**src/rtl/register_file_if.sv**
```systemverilog
// register_file_if: write port and two read ports of the register file
interface register_file_if #(
    parameter int WIDTH = 32,
    parameter int DEPTH = 16
);
    localparam int AW = $clog2(DEPTH);
    logic             WE;
    logic [AW-1:0]    Waddr;
    logic [WIDTH-1:0] Wdata;
    logic             RE1;
    logic [AW-1:0]    Raddr1;
    logic [WIDTH-1:0] Dout1;
    logic             RE2;
    logic [AW-1:0]    Raddr2;
    logic [WIDTH-1:0] Dout2;
    modport master (
        output WE, Waddr, Wdata, RE1, Raddr1, RE2, Raddr2,
        input  Dout1, Dout2
    );
    modport slave (
        input  WE, Waddr, Wdata, RE1, Raddr1, RE2, Raddr2,
        output Dout1, Dout2
    );
endinterface

```
**src/rtl/register_file.sv**
```systemverilog
// register_file: one write port, two registered read ports with write-first bypass
module register_file #(
    parameter int WIDTH   = 32,
    parameter int DEPTH   = 16,
    parameter int ZERO_R0 = 1
) (
    input logic             CLK,
    input logic             RSTn,
    register_file_if.slave  bus
);
    logic [WIDTH-1:0] mem [DEPTH];
    logic             wr_ok;
    logic [WIDTH-1:0] rd1;
    logic [WIDTH-1:0] rd2;

    // Effective write and next read values; zero register beats bypass, bypass beats storage
    always_comb begin
        wr_ok = bus.WE && !(ZERO_R0 != 0 && bus.Waddr == '0);
        rd1   = (ZERO_R0 != 0 && bus.Raddr1 == '0) ? '0 :
                (wr_ok && bus.Waddr == bus.Raddr1) ? bus.Wdata : mem[bus.Raddr1];
        rd2   = (ZERO_R0 != 0 && bus.Raddr2 == '0) ? '0 :
                (wr_ok && bus.Waddr == bus.Raddr2) ? bus.Wdata : mem[bus.Raddr2];
    end

    // Storage and read-data registers; enabled ports update, disabled ports hold
    always_ff @(posedge CLK or negedge RSTn) begin
        if (!RSTn) begin
            for (int i = 0; i < DEPTH; i++) mem[i] <= '0;
            bus.Dout1 <= '0;
            bus.Dout2 <= '0;
        end else begin
            if (wr_ok) mem[bus.Waddr] <= bus.Wdata;
            if (bus.RE1) bus.Dout1 <= rd1;
            if (bus.RE2) bus.Dout2 <= rd2;
        end
    end
endmodule

```
**src/flat_wrapper.sv**
```systemverilog
// flat-port wrapper written by rule: the top's interface ports become plain ports
module register_file_flat 
#(
    parameter int WIDTH   = 32,
    parameter int DEPTH   = 16,
    parameter int ZERO_R0 = 1
)
  (CLK, RSTn, bus_WE, bus_Waddr, bus_Wdata, bus_RE1, bus_Raddr1, bus_RE2, bus_Raddr2, bus_Dout1, bus_Dout2);
  register_file_if #(.WIDTH(WIDTH), .DEPTH(DEPTH)) bus_i ();
  input logic CLK;
  input logic RSTn;
  input wire logic [$bits(bus_i.WE)-1:0] bus_WE;
  input wire logic [$bits(bus_i.Waddr)-1:0] bus_Waddr;
  input wire logic [$bits(bus_i.Wdata)-1:0] bus_Wdata;
  input wire logic [$bits(bus_i.RE1)-1:0] bus_RE1;
  input wire logic [$bits(bus_i.Raddr1)-1:0] bus_Raddr1;
  input wire logic [$bits(bus_i.RE2)-1:0] bus_RE2;
  input wire logic [$bits(bus_i.Raddr2)-1:0] bus_Raddr2;
  output wire logic [$bits(bus_i.Dout1)-1:0] bus_Dout1;
  output wire logic [$bits(bus_i.Dout2)-1:0] bus_Dout2;
  assign bus_i.WE = bus_WE;
  assign bus_i.Waddr = bus_Waddr;
  assign bus_i.Wdata = bus_Wdata;
  assign bus_i.RE1 = bus_RE1;
  assign bus_i.Raddr1 = bus_Raddr1;
  assign bus_i.RE2 = bus_RE2;
  assign bus_i.Raddr2 = bus_Raddr2;
  assign bus_Dout1 = bus_i.Dout1;
  assign bus_Dout2 = bus_i.Dout2;
  register_file #(.WIDTH(WIDTH), .DEPTH(DEPTH), .ZERO_R0(ZERO_R0)) u_core (.CLK(CLK), .RSTn(RSTn), .bus(bus_i));
endmodule
```
**config.mk**
```make
export PLATFORM = sky130hd
export DESIGN_NAME = register_file_flat
export DESIGN_NICKNAME = d
export VERILOG_FILES = /design/src/rtl/register_file_if.sv /design/src/rtl/register_file.sv /design/src/flat_wrapper.sv
export SDC_FILE = /design/constraint.sdc
export NUM_CORES = 1
export LEC_CHECK = 0
export ABC_CLOCK_PERIOD_IN_PS = 2000
export BUFFER_PORTS_ARGS = -buffer_cell sky130_fd_sc_hd__buf_2
export CAP_MARGIN = 30
export CORE_MARGIN = 4
export CORE_UTILIZATION = 45
export DETAILED_ROUTE_END_ITERATION = 6
export PLACE_DENSITY_LB_ADDON = 0.12
export SLEW_MARGIN = 20
export SYNTH_ARGS = -nofsm -noshare
export SYNTH_HDL_FRONTEND = slang
export SYNTH_SLANG_ARGS = --single-unit
```
**constraint.sdc**
```tcl
create_clock -name CLK -period 2 [get_ports CLK]
set_input_delay 0.3 -clock CLK [delete_from_list [all_inputs] [get_ports CLK]]
set_output_delay 0.3 -clock CLK [all_outputs]
set_load 0.005 [all_outputs]
```
== Yosys cells after proc, flatten, opt, wreduce, memory -nomap -nowiden ==
Index checks and enable logic that the tools add are counted.

* Mux-type cells: 13
* $lt $le $gt $ge: 4
* Equal/unequal tests: 2
* Bitwise operators: 3
* Reductions and logical operators: 8

{| class="wikitable"
|+ Operator list
! cell !! number
|-
| bitwise mux 512 bit || 1
|-
| 2-to-1 mux 32 bit || 9
|-
| binary-select mux 32 bit (select 4 bit) || 2
|-
| demux 32 bit (select 4 bit) || 1
|-
| >= comparator 5 bit (second input constant) || 3
|-
| inverter 4 -> 5 bit || 3
|-
| logical NOT 4 bit || 3
|-
| == test 4 bit || 2
|-
| less-than comparator 5 x 1 -> 1 bit (second input constant) || 1
|-
| logical AND 1 bit || 4
|-
| logical NOT 1 bit || 1
|}

* Bits in registers: 576
* Output and inout bits: 64
* Bits of input ports: 49
* Logic and storage cells: 48

== Depth between registers and ports, before layout ==
* Depth in word-level cells: 6
* Mapped depth: 9
* Gate-level depth less buffers: 5

== Worst setup path before layout ==
No wires, ideal clock.

* Path type: in2reg
* Start: in bus_Raddr1[0]
* End: reg u_core.bus.Dout1[10]
* Required time: 1.874 ns
* Data arrival time: 1.838 ns
* Buffers on the path: 3
* Stages: 7
* Setup time: 0.126 ns
* Path slack: 0.036 ns
* Cells stage by stage: buf_6 -> buf_6 -> buf_2 -> mux4_2 -> mux2i_1 -> a21oi_1 -> a221o_1

* Word-level cells in the longest chain between the ends: 6
* Elaborated cells on any way between the ends: 9

{| class="wikitable"
|+ Ends and longest elaborated chain
! item !! RTL line !! source
|-
| start, declared || flat_wrapper.sv:16 || <nowiki>input wire logic [$bits(bus_i.Raddr1)-1:0] bus_Raddr1;</nowiki>
|-
| inverter 4 -> 5 bit (implied by the code) || register_file.sv:20 || <nowiki>(wr_ok && bus.Waddr == bus.Raddr1) ? bus.Wdata : mem[bus.Raddr1];</nowiki>
|-
| binary-select mux 32 bit (select 4 bit) || register_file.sv:20 ||
|-
| 2-to-1 mux 32 bit (implied by the code) (2 in a row) || register_file.sv:20 ||
|-
| 2-to-1 mux 32 bit || register_file.sv:20 ||
|-
| 2-to-1 mux 32 bit * || register_file.sv:19 || <nowiki>rd1 = (ZERO_R0 != 0 && bus.Raddr1 == '0) ? '0 :</nowiki>
|-
| end signal, assigned || register_file.sv:33 || <nowiki>if (bus.RE1) bus.Dout1 <= rd1;</nowiki>
|-
| end, declared || register_file_if.sv:22 || <nowiki>output Dout1, Dout2</nowiki>
|}

Every way passes the cells marked *; elsewhere a longest branch is shown, timed or not. The select of a mux whose other input is x is not followed.
A chain may end at the register's enable or synchronous reset.

== Worst setup path in the final report ==
* Start: reg u_core.mem[226] (netlist bit)
* End: reg u_core.bus.Dout1[2]

* Word-level cells in the longest chain between the ends: 5

{| class="wikitable"
|+ Ends and longest elaborated chain
! item !! RTL line !! source
|-
| start, declared || register_file.sv:11 || <nowiki>logic [WIDTH-1:0] mem [DEPTH];</nowiki>
|-
| start signal, assigned by index || register_file.sv:32 || <nowiki>if (wr_ok) mem[bus.Waddr] <= bus.Wdata;</nowiki>
|-
| binary-select mux 32 bit (select 4 bit) || register_file.sv:20 ||
|-
| 2-to-1 mux 32 bit (implied by the code) (2 in a row) || register_file.sv:20 ||
|-
| 2-to-1 mux 32 bit || register_file.sv:20 ||
|-
| 2-to-1 mux 32 bit || register_file.sv:19 ||
|}

Every way passes these cells. The select of a mux whose other input is x is not followed.

==> run summary <==
The vias per cell came out at 6.30. The average wire per standard cell is 29.6 um. The maximum number of pins on one net before global-route repair is 91. After synthesis, the largest family of logic cells by area is multiplexers.

The flow ran to the end, and the final reports show no timing, DRC or antenna violations. The part of the cycle the worst path needs is 87.9%. The cell leakage power came out at 14.8 nW.

The x dimension of the die is 266 um. The final setup violation count came out at 0. For this configuration, the core starts out at a cell density of 45.4%. The critical setup path kind is reg -> reg. The tree is rooted in a sky130_fd_sc_hd__clkbuf_16.

In the final design database the tool counted 2229 nets. The count of pins on the block boundary is 113. The most common library cell in the layout ignoring fill and taps is sky130_fd_sc_hd__dfrtp_1. The number of nets in the synthesized netlist is 2126. The number of antenna violations at the first check in global routing came out at 9.

The proportion of power drawn by the clock network came out at 34.4%. The number of buffers on the longest clock path is 3. Along the worst hold path, the cell count comes to 2. The number of flops mapped to enable cells by yosys is 0. Once detailed placement completed, the half-perimeter wirelength came to 57.3 mm. In this run, synthesis produced a sequential element count of 576.

The slew at the pin closest to its max-slew limit is 0.529 ns. The wire length of the first global-routing pass is 139 mm. Setup slack closes at 0.243 ns. The part of the power in combinational logic is 20.9%. The cell depth of the worst flop-to-flop path is 5. TritonCTS built the clock tree. The worst-case IR drop observed on VDD is 0.562 mV. The all-layer global routing usage is 26.2%.

The number of antenna-violating nets in the routed design is 0. The worst-case headroom to the max-slew limit is 64.7%. The post-cts resize count is 0.

The total via count in the routed design is 19.5k. The switching share of power is 27.1%. The synthesized area came out at 0.0299 mm2. The pre-CTS setup slack is -0.154 ns. The synthesized-area fraction occupied by xor and xnor cells came out at 0.235%. The number of hold violations in the final report is 0. The via count of the first global-routing pass is 20.4k. The min-delay analysis places its worst path in the category in -> reg. The DRC violation count after routing is 0. The detailed-route wire length is 91.6 mm.

The total grt overflow is 0. Data on the critical path arrives at its endpoint at 2.23 ns. The fraction of synthesis flops using an asynchronous set or reset pin came out at 100%. Based on the critical path, the design can be clocked at up to 0.569 GHz. Setup repair after global routing left no endpoint under its margin.

The overall die height came out at 266 um. Across the routed clock network, the largest skew measured is 0.0145 ns. The count of input and output buffers is 112. Multiplexer cells account for 39.5% of the synthesized area. The post-CTS clock slew at the launch and capture registers of the worst setup and hold paths is 0.06 ns. The total placed cells including tap cells came out at 2973. The floorplan has 94 rows. The final max-slew violation count is 0.

Clock latency on the worst-skew pair, taken at its later pin, is 0.60 ns. In this run the power spent charging and discharging nets is 9.85 mW. The number of clock sinks came out at 576. STA classifies the critical path endpoint as a register. The share of the Yosys chip area taken by registers is 48.3%. The detailed-routing iteration count for the pre-antenna-repair pass came out at 5.

The tool flagged a number of max-cap violations equal to 0. In the layout the commonest cells are sky130_fd_sc_hd__dfrtp_1 (576), sky130_fd_sc_hd__mux2_2 (515), sky130_fd_sc_hd__mux4_2 (223), sky130_fd_sc_hd__buf_2 (104), sky130_fd_sc_hd__o22ai_1 (95). The fraction of the mapped netlist area in adder cells came out at 0%. The placeable core region is 0.0657 mm2. The first routing iteration left 1768 violations. The worst setup path is launched from a register. Compared with the post-synthesis result, the final layout area differs by 17.1%. The area share of and/or/nand/nor cells after synthesis is 2.33%. The post-layout minimum cycle time is 1.76 ns.

The layout cell share with drive strength beyond 1 is 50.9%. The dominant synthesized flop cell is sky130_fd_sc_hd__dfrtp_1. The number of standard cells in the final layout excluding fillers came out at 3100. The endpoint required time on the critical path came out at 2.47 ns. The post-synthesis cell type count came out at 36.

The clock tree synthesis step divided the H-tree into 3 levels. The final core utilization is 53.2%. The largest fanout of any net on the critical path came out at 3. Synthesis produced a netlist whose cell count is 2077. The total power divided by cell area is 1040 mW/mm2. The total of warnings raised by yosys is 0. The synthesized netlist devotes 5.64% of its cell area to compound gates. The share of power burned in registers came out at 44.7%. The post-synthesis area per instance came out at 14.4 um2. The internal power consumption is 26.5 mW. The final estimated routing congestion in global placement is 0.853. The full die area is 0.0705 mm2. The total CTS buffers came out at 68.
[registers in the layout (all words and copies together) (netlist names)]
name	cells
u_core.bus.Dout1	32
u_core.mem	512
u_core.bus.Dout2	32
[stage by stage]
step,power [mW],setup TNS [ns],hold WS (ns),cell area (um2)
after global routing,38.1,0,0.169,34900
after detailed placement,24.0,-2.90,0.238,32700
after floorplan,21.2,0,0.00441,29900
final,36.4,0,0.160,35000
after CTS,36.7,0,0.119,34900
after global placement,23.8,-2.78,0.241,32700
[routing by layer]
metal | up-vias | GRT usage, % | wire, um
met3 | 160 | 5.84 | 6760
li1 | 8128 | - | -
met5 | - | 0 | 29
met2 | 715 | 40.3 | 42100
met4 | 4 | 7.24 | 2310
met1 | 10500 | 37.9 | 40500
[synth_stat cells (7+ instances only)]
library cell | instances | area (um2)
sky130_fd_sc_hd__a211oi_1 | 32 | 240
sky130_fd_sc_hd__a21oi_1 | 32 | 160
sky130_fd_sc_hd__a221o_1 | 32 | 320
sky130_fd_sc_hd__buf_1 | 24 | 90.1
sky130_fd_sc_hd__buf_2 | 68 | 340
sky130_fd_sc_hd__buf_6 | 7 | 78.8
sky130_fd_sc_hd__clkbuf_1 | 134 | 503
sky130_fd_sc_hd__dfrtp_1 | 576 | 14400
sky130_fd_sc_hd__inv_1 | 32 | 120
sky130_fd_sc_hd__mux2_1 | 28 | 315
sky130_fd_sc_hd__mux2_2 | 515 | 5800
sky130_fd_sc_hd__mux2i_1 | 67 | 671
sky130_fd_sc_hd__mux4_2 | 223 | 5020
sky130_fd_sc_hd__nor2_1 | 41 | 154
sky130_fd_sc_hd__nor2b_1 | 65 | 407
sky130_fd_sc_hd__o21ai_0 | 64 | 320
sky130_fd_sc_hd__o22ai_1 | 95 | 594
[what timing repair did]
item,4_1_cts,5_1_grt
endpoints found under the hold margin,133,0
hold buffers,1,0
buffers inserted,0,0
[logic make-up (layout without fill, tap and decap cells)]
logic type / count (synthesis) / in the layout
AOI/OAI and AO/OA: 260 / 260
xor gates and xnor gates: 8 / 8
DFF: 576 / 576
and+or+nand+nor: 130 / 130
muxes: 833 / 833
buffers and inverters: 270 / 423
other: 0 / 6
[worst max-delay path, cell delays in order, from the launching register on]
cell	delay (ns)
sky130_fd_sc_hd__dfrtp_1	0.41
sky130_fd_sc_hd__mux4_2	0.46
sky130_fd_sc_hd__nor2b_1	0.14
sky130_fd_sc_hd__a211oi_1	0.22
sky130_fd_sc_hd__a21oi_1	0.08
sky130_fd_sc_hd__a221o_1	0.32
[layout make-up]
cell class / count / area, um2
Fill cell: 5377 / 30800
Sequential cell: 576 / 14400
Tap cell: 864 / 1080
Clock inverter: 20 / 209
Inverter: 32 / 120
Timing Repair Buffer: 271 / 2700
Antenna cell: 6 / 15.0
Clock buffer: 100 / 2040
Multi-Input combinational cell: 1231 / 14400
[power by group through the flow]
stage	clock network, mW	logic [mW]	registers (mW)
5_1_grt	13.3	8.26	16.5
2_1_floorplan	0	5.71	15.5
6_report	12.5	7.60	16.3
3_5_place_dp	0	7.61	16.4
4_1_cts	12.8	7.65	16.2
3_3_place_gp	0	7.43	16.3
[path summary, 6_finish.rpt]
kind                            startpoint             endpoint  slack, ns
hold / removal               bus_Wdata[13]      u_core.mem[397]       0.16
max in group asynchronous             RSTn       u_core.mem[76]       0.93
setup / recovery           u_core.mem[226]  u_core.bus.Dout1[2]       0.24
hold reg to reg            u_core.mem[507]      u_core.mem[507]       0.39
min in group asynchronous             RSTn      u_core.mem[355]       0.21
setup reg to reg           u_core.mem[226]  u_core.bus.Dout1[2]       0.24
Power figures use the tool's default switching activity.
